==> config.mk <==
export PLATFORM = sky130hd
export DESIGN_NAME = avalon_mm_copy_master
export DESIGN_NICKNAME = d
export VERILOG_FILES = /design/src/rtl/avalon_mm_copy_master.sv
export SDC_FILE = /design/constraint.sdc
export NUM_CORES = 1
export LEC_CHECK = 0
export CAP_MARGIN = 30
export CORE_ASPECT_RATIO = 0.75
export CORE_MARGIN = 4
export CORE_UTILIZATION = 40
export DETAILED_ROUTE_END_ITERATION = 8
export GPL_TIMING_DRIVEN = 0
export PLACE_DENSITY = 0.74
export SYNTH_ARGS = -nofsm -noshare
export SYNTH_HDL_FRONTEND = slang
export SYNTH_SLANG_ARGS = --single-unit
==> constraint.sdc <==
create_clock -name clk -period 2.44 [get_ports clk]
set_input_delay 0.366 -clock clk [delete_from_list [all_inputs] [get_ports clk]]
set_output_delay 0.366 -clock clk [all_outputs]
set_load 0.05 [all_outputs]
==> src/rtl/avalon_mm_copy_master.sv <==
// Avalon-MM copy master: copies `length` DATA_W words from src_addr to
// dst_addr, one read then one write per word, a single transaction in flight.
module avalon_mm_copy_master #(
    parameter int ADDR_W = 32,
    parameter int DATA_W = 32,
    parameter int LEN_W  = 16
) (
    input  logic                clk,
    input  logic                reset_n,
    input  logic                start,
    input  logic [ADDR_W-1:0]   src_addr,
    input  logic [ADDR_W-1:0]   dst_addr,
    input  logic [LEN_W-1:0]    length,
    output logic                busy,
    output logic                done,
    output logic [ADDR_W-1:0]   address,
    output logic                read,
    output logic                write,
    output logic [DATA_W/8-1:0] byteenable,
    output logic [DATA_W-1:0]   writedata,
    input  logic [DATA_W-1:0]   readdata,
    input  logic                readdatavalid,
    input  logic                waitrequest
);

    localparam logic [ADDR_W-1:0] STEP = ADDR_W'(DATA_W / 8);

    typedef enum logic [2:0] {
        IDLE,
        RD,
        RD_WAIT,
        WR,
        FIN
    } state_t;

    state_t              state_q, state_d;
    logic [ADDR_W-1:0]   src_ptr_q, src_ptr_d;
    logic [ADDR_W-1:0]   dst_ptr_q, dst_ptr_d;
    logic [LEN_W-1:0]    remaining_q, remaining_d;
    logic [DATA_W-1:0]   data_q, data_d;
    // Read data already captured in the cycle the read was accepted.
    logic                got_q, got_d;
    logic                busy_q, busy_d;
    logic                done_q, done_d;
    logic                read_q, read_d;
    logic                write_q, write_d;
    logic [ADDR_W-1:0]   address_q, address_d;
    logic [DATA_W-1:0]   writedata_q, writedata_d;

    assign busy       = busy_q;
    assign done       = done_q;
    assign read       = read_q;
    assign write      = write_q;
    assign address    = address_q;
    assign writedata  = writedata_q;
    assign byteenable = '1;

    // Next-state, datapath and registered bus outputs derived from the next state.
    always_comb begin
        state_d     = state_q;
        src_ptr_d   = src_ptr_q;
        dst_ptr_d   = dst_ptr_q;
        remaining_d = remaining_q;
        data_d      = data_q;
        got_d       = got_q;

        case (state_q)
            IDLE: begin
                if (start) begin
                    src_ptr_d   = src_addr;
                    dst_ptr_d   = dst_addr;
                    remaining_d = length;
                    got_d       = 1'b0;
                    state_d     = (length == '0) ? FIN : RD;
                end
            end
            RD: begin
                if (!waitrequest) begin
                    state_d = RD_WAIT;
                    // Zero-latency slave: data arrives with the accept.
                    if (readdatavalid) begin
                        data_d    = readdata;
                        src_ptr_d = src_ptr_q + STEP;
                        got_d     = 1'b1;
                    end
                end
            end
            RD_WAIT: begin
                if (got_q) begin
                    got_d   = 1'b0;
                    state_d = WR;
                end else if (readdatavalid) begin
                    data_d    = readdata;
                    src_ptr_d = src_ptr_q + STEP;
                    state_d   = WR;
                end
            end
            WR: begin
                if (!waitrequest) begin
                    dst_ptr_d   = dst_ptr_q + STEP;
                    remaining_d = remaining_q - LEN_W'(1);
                    state_d     = (remaining_d == '0) ? FIN : RD;
                end
            end
            FIN: begin
                state_d = IDLE;
            end
            default: begin
                state_d = IDLE;
            end
        endcase

        busy_d  = (state_d != IDLE);
        done_d  = (state_d == FIN);
        read_d  = (state_d == RD);
        write_d = (state_d == WR);

        // Address/writedata only matter during a request; parked at 0 in IDLE.
        case (state_d)
            IDLE:    address_d = '0;
            RD:      address_d = src_ptr_d;
            WR:      address_d = dst_ptr_d;
            default: address_d = address_q;
        endcase
        case (state_d)
            IDLE:    writedata_d = '0;
            WR:      writedata_d = data_d;
            default: writedata_d = writedata_q;
        endcase
    end

    // State and output registers; reset abandons any command in flight.
    always_ff @(posedge clk or negedge reset_n) begin
        if (!reset_n) begin
            state_q     <= IDLE;
            src_ptr_q   <= '0;
            dst_ptr_q   <= '0;
            remaining_q <= '0;
            data_q      <= '0;
            got_q       <= 1'b0;
            busy_q      <= 1'b0;
            done_q      <= 1'b0;
            read_q      <= 1'b0;
            write_q     <= 1'b0;
            address_q   <= '0;
            writedata_q <= '0;
        end else begin
            state_q     <= state_d;
            src_ptr_q   <= src_ptr_d;
            dst_ptr_q   <= dst_ptr_d;
            remaining_q <= remaining_d;
            data_q      <= data_d;
            got_q       <= got_d;
            busy_q      <= busy_d;
            done_q      <= done_d;
            read_q      <= read_d;
            write_q     <= write_d;
            address_q   <= address_d;
            writedata_q <= writedata_d;
        end
    end

endmodule
==> flow_summary.yaml <==
cells_and_area:
  final_core_occ_pct: 55.40
  drive_above_1_share_pct: 21.14
  areaGrowthSynthToFinish_pct: 36.40
  multiInputGateArea_mm2: 0.004946
  post-route-cell-area_mm2: 0.01325
  fill_cells: 2083
  layout.area.seq_mm2: 0.004608
  antenna_cells: 0
  layout.nets: 1338
floorplanning:
  floorplan.die_area_mm2: 0.02686
  core-area_mm2: 0.02391
  design.portCount: 189
  floorplan.rows: 49
  floorplan.die.height_um: 142.9
  start_util_pct: 40.62
  die_w_um: 187.9
cts:
  clock_tree.buffer_depth: 2
  clkTransAtPathRegs_ns: 0.07
  cts_max_level: 4
  ctsRootBufferMaster: "clkbuf_16"
  cts.sinks: 184
  worst_skew_pair.late_latency_ns: 0.44
  cts_made_buffers: 17
  tritoncts: "done"
logic_synthesis:
  synth_cell_types: 73
  count_of_flip_flops_with_a_built_in_enable_after_synthesis: 0
  ys_async_sr_fraction_pct: 100.0
  synth_simple_gate_area_share_pct: 18.36
  synthAdderAreaFrac_pct: 0.5153
  synth.cell_area_mm2: 0.009712
  synthTopCellsByArea: "dfrtp_1 47%, nand2_1 3.9%, a22oi_2 3.7%"
  syn_avg_cell_area_um2: 9.850
  synth_commonest_cells: "184 x dfrtp_1, 102 x nand2_1, 85 x nor2_1"
  synthesized_flop_and_latch_total: 184
  synthDominantAreaCellType: "dfrtp_1"
  ys_seq_area_share_pct: 47.41
  post_synthesis_cell_count: 986
  share_of_the_synthesized_area_in_compound_gates_ao_oa_aoi_oai_pct: 24.18
  synth_largest_type_area_fraction_pct: 47.41
  synth.mux.area_fraction_pct: 4.805
  synth_xor_area_share_pct: 0.3478
  synthMostInstantiatedCell: "dfrtp_1"
  synth.yosys.warnings: 0
  largest_family_of_logic_cells_by_synthesized_area: "compound AO/OA/AOI/OAI gates"
  synth_ff_type: "dfrtp_1"
power_and_ir_drop:
  power_switching_share_pct: 46.17
  post-layout-total-power_uw: 19250
  leakage_uw: 0.005489
  seqPwrFrac_pct: 28.8
  clkPwrFrac_pct: 14.8
  vdd_ir_drop_max_mv: 0.6615
  comb_power_share_pct: 56.4
  power_per_cell_area_mw_per_mm2: 1453
  p_int_uw: 10360
  p_switching_uw: 8886
global_routing:
  maximum_number_of_pins_on_one_net_before_global_route_repair: 114
  first_pass_grt_wire_length_mm: 49.84
  grt_util_all_layers_pct: 23.69
  vias_in_the_first_global_route: 8850
  number_of_antenna_violations_at_the_first_check_in_global_routing: 2
  grt-ovfl-total: 0
sta:
  unrepaired_setup_endpoints_after_global_routing: "yes"
  finalCriticalPeriod_ns: 2.807
  final_max_slew_viol_count: 0
  clock_skew_ns: 0.01519
  max_clock_freq_ghz: 0.3563
  final_critical_path_setup_slack_ns: -0.3668
  worst_hold_slack_ns: 0.2952
  timing.final.hold_violations: 0
  tightestPinTransition_ns: 0.8279
  relSlewSlack_pct: 44.81
  post-route-period-util_pct: 115.0
  setup_violations: 36
routing:
  num_vias: 9263
  antenna_violating_nets_post_route: 0
  detail_route.drc_violations: 0
  vias_per_cell: 6.031
  drt-wirelength-per-cell_um: 21.26
  1st_iter_drt_viols: 1124
  routed_wirelength_mm: 32.66
  dr.pass1.iters: 8
placement:
  placement.io_buffers: 182
  detailedPlacementHpwl_mm: 23.53
  place_congestion: 0.9673
  detailed_place.area_mm2: 0.01199
setup_path:
  crit_family: "compound AO/OA/AOI/OAI gates"
  timing.setup.critical_path_class: "flop to flop"
  cp.arrival_ns: 3.12
  cp.required_ns: 2.75
  start_kind: "flop"
  cp.buffers_inverters: 3
  endpoint_kind: "flop"
  cpMaxStageDelayCell: "or3b_4"
  critPathMaxStageDelay_ns: 0.43
  worst_path_cell_chain: "inv_2 > ha_4 > or3b_4 > o32a_1 > o32a_1 > and3b_2 > o311ai_4 > buf_12 > buf_12 > a22oi_2 > a21oi_2"
  worstPathMaxFanout: 8
run_status:
  run_status: "complete, but fails checks"
  violated_checks: "negative setup slack"
flow_run:
  maxCapViolations: 0
worst_hold_path:
  worst_min_delay_path_category: "input pin to flop"
==> through the flow <==
stage / setup TNS [ns] / cells / setup slack, ns
floorplan: -4.237 / 989 / -0.1639
global placement: -1328.53 / 1477 / -7.471
detailed placement: -86.52 / 1478 / -0.9397
CTS: -8.451 / 1529 / -0.3289
global route: -13.34 / 1536 / -0.4343
finish: -9.982 / 1536 / -0.3668
==> state kept, by name, summed over array words and instances, names as in the netlist <==
register and cells:
address 32, data_q 32, dst_ptr_q 32, src_ptr_q 32, writedata 32, remaining_q 16
state_q 3, busy 1, done 1, got_q 1, read 1, write 1
==> power by group through the flow <==
stage	Combinational [uW]	Clock (uW)	Sequential (uW)
finish	10900	2850	5540
CTS	10400	2890	5470
detailed placement	9610	0	5520
floorplan	5280	0	6700
global placement	9420	0	5490
global route	11500	3020	5720
==> worst min-delay path: cells and delay by family <==
kind	cells	cell delay, ns
AOI/OAI and AO/OA	1	0.08
buffers and inverters	1	0.16
and+or+nand+nor	1	0.09
==> path summary, 6_finish.rpt <==
| path | start | end | slack, ns | depth (start not counted) |
|---|---|---|---|---|
| max in group asynchronous | reset_n | dst_ptr_q[0] | 0.97 | 3 |
| hold / removal | length[0] | remaining_q[0] | 0.30 | 3 |
| hold reg to reg | dst_ptr_q[0] | dst_ptr_q[0] | 0.49 | 2 |
| min in group asynchronous | reset_n | address[14] | 0.50 | 2 |
| setup / recovery | remaining_q[1] | address[30] | -0.37 | 11 |
| setup reg to reg | remaining_q[1] | address[30] | -0.37 | 11 |
==> cell usage in the layout (no fill, tap or decap), drive strengths merged, types with 4 or more instances in the layout <==
cell	netlist	layout
a22oi	43	43
ha	4	4
mux2i	8	8
nor3	25	25
a21oi	65	65
or3	5	5
nand3	39	39
or4	11	11
conb	1	4
dlymetal6s2s	0	4
clkdlybuf4s50	0	175
dfrtp	184	184
nor2	85	85
a221o	7	7
a41oi	6	6
nor4b	4	4
a22o	33	33
nand4	28	28
inv	17	19
clkinv	0	5
mux2	34	34
nand2b	4	4
nor4	14	14
clkbuf	39	63
and3	8	8
and2	6	6
a21o	10	10
o21ai	70	70
a31oi	16	16
o311ai	13	13
nand2	102	102
o211ai	20	20
buf	34	60
==> repair_timing <==
action,in CTS,in global routing
buffers inserted,19,8
cloned,2,2
endpoints found under the hold margin,71,0
hold buffers,1,0
pin swaps,23,24
resized for setup,65,63
endpoints found under the setup margin,149,112
==> kinds of logic (layout without fill, tap and decap cells) <==
| logic type | after synthesis | count (layout) |
|---|---|---|
| simple gates | 355 | 355 |
| compound gates | 307 | 307 |
| flops | 184 | 184 |
| buf+inv | 90 | 331 |
| mux | 42 | 42 |
| fa+ha+maj | 4 | 4 |
| xor+xnor | 3 | 3 |
| other cells | 1 | 4 |
==> cell type report <==
| type | instances | share of cell area [%] |
|---|---|---|
| flip-flops and latches | 184 | 34.79 |
| repair buffers | 213 | 16.44 |
| plain buffers | 69 | 3.599 |
| clock inverters | 9 | 0.8595 |
| well taps | 306 | 2.890 |
| multi-input cells | 715 | 37.34 |
| clock buffers | 23 | 3.608 |
| inverters | 17 | 0.4817 |
==> routing by layer <==
| layer | vias up | share of wire, % | global-route usage (%) |
|---|---|---|---|
| met2 | 531 | 44 | 35.32 |
| met1 | 4507 | 43 | 33.42 |
| li1 | 4162 | - | - |
| met3 | 59 | 11 | 8.065 |
| met5 | - | 0.064 | 0 |
| met4 | 4 | 2.1 | 6.023 |
(Power assumes the default switching activity.)
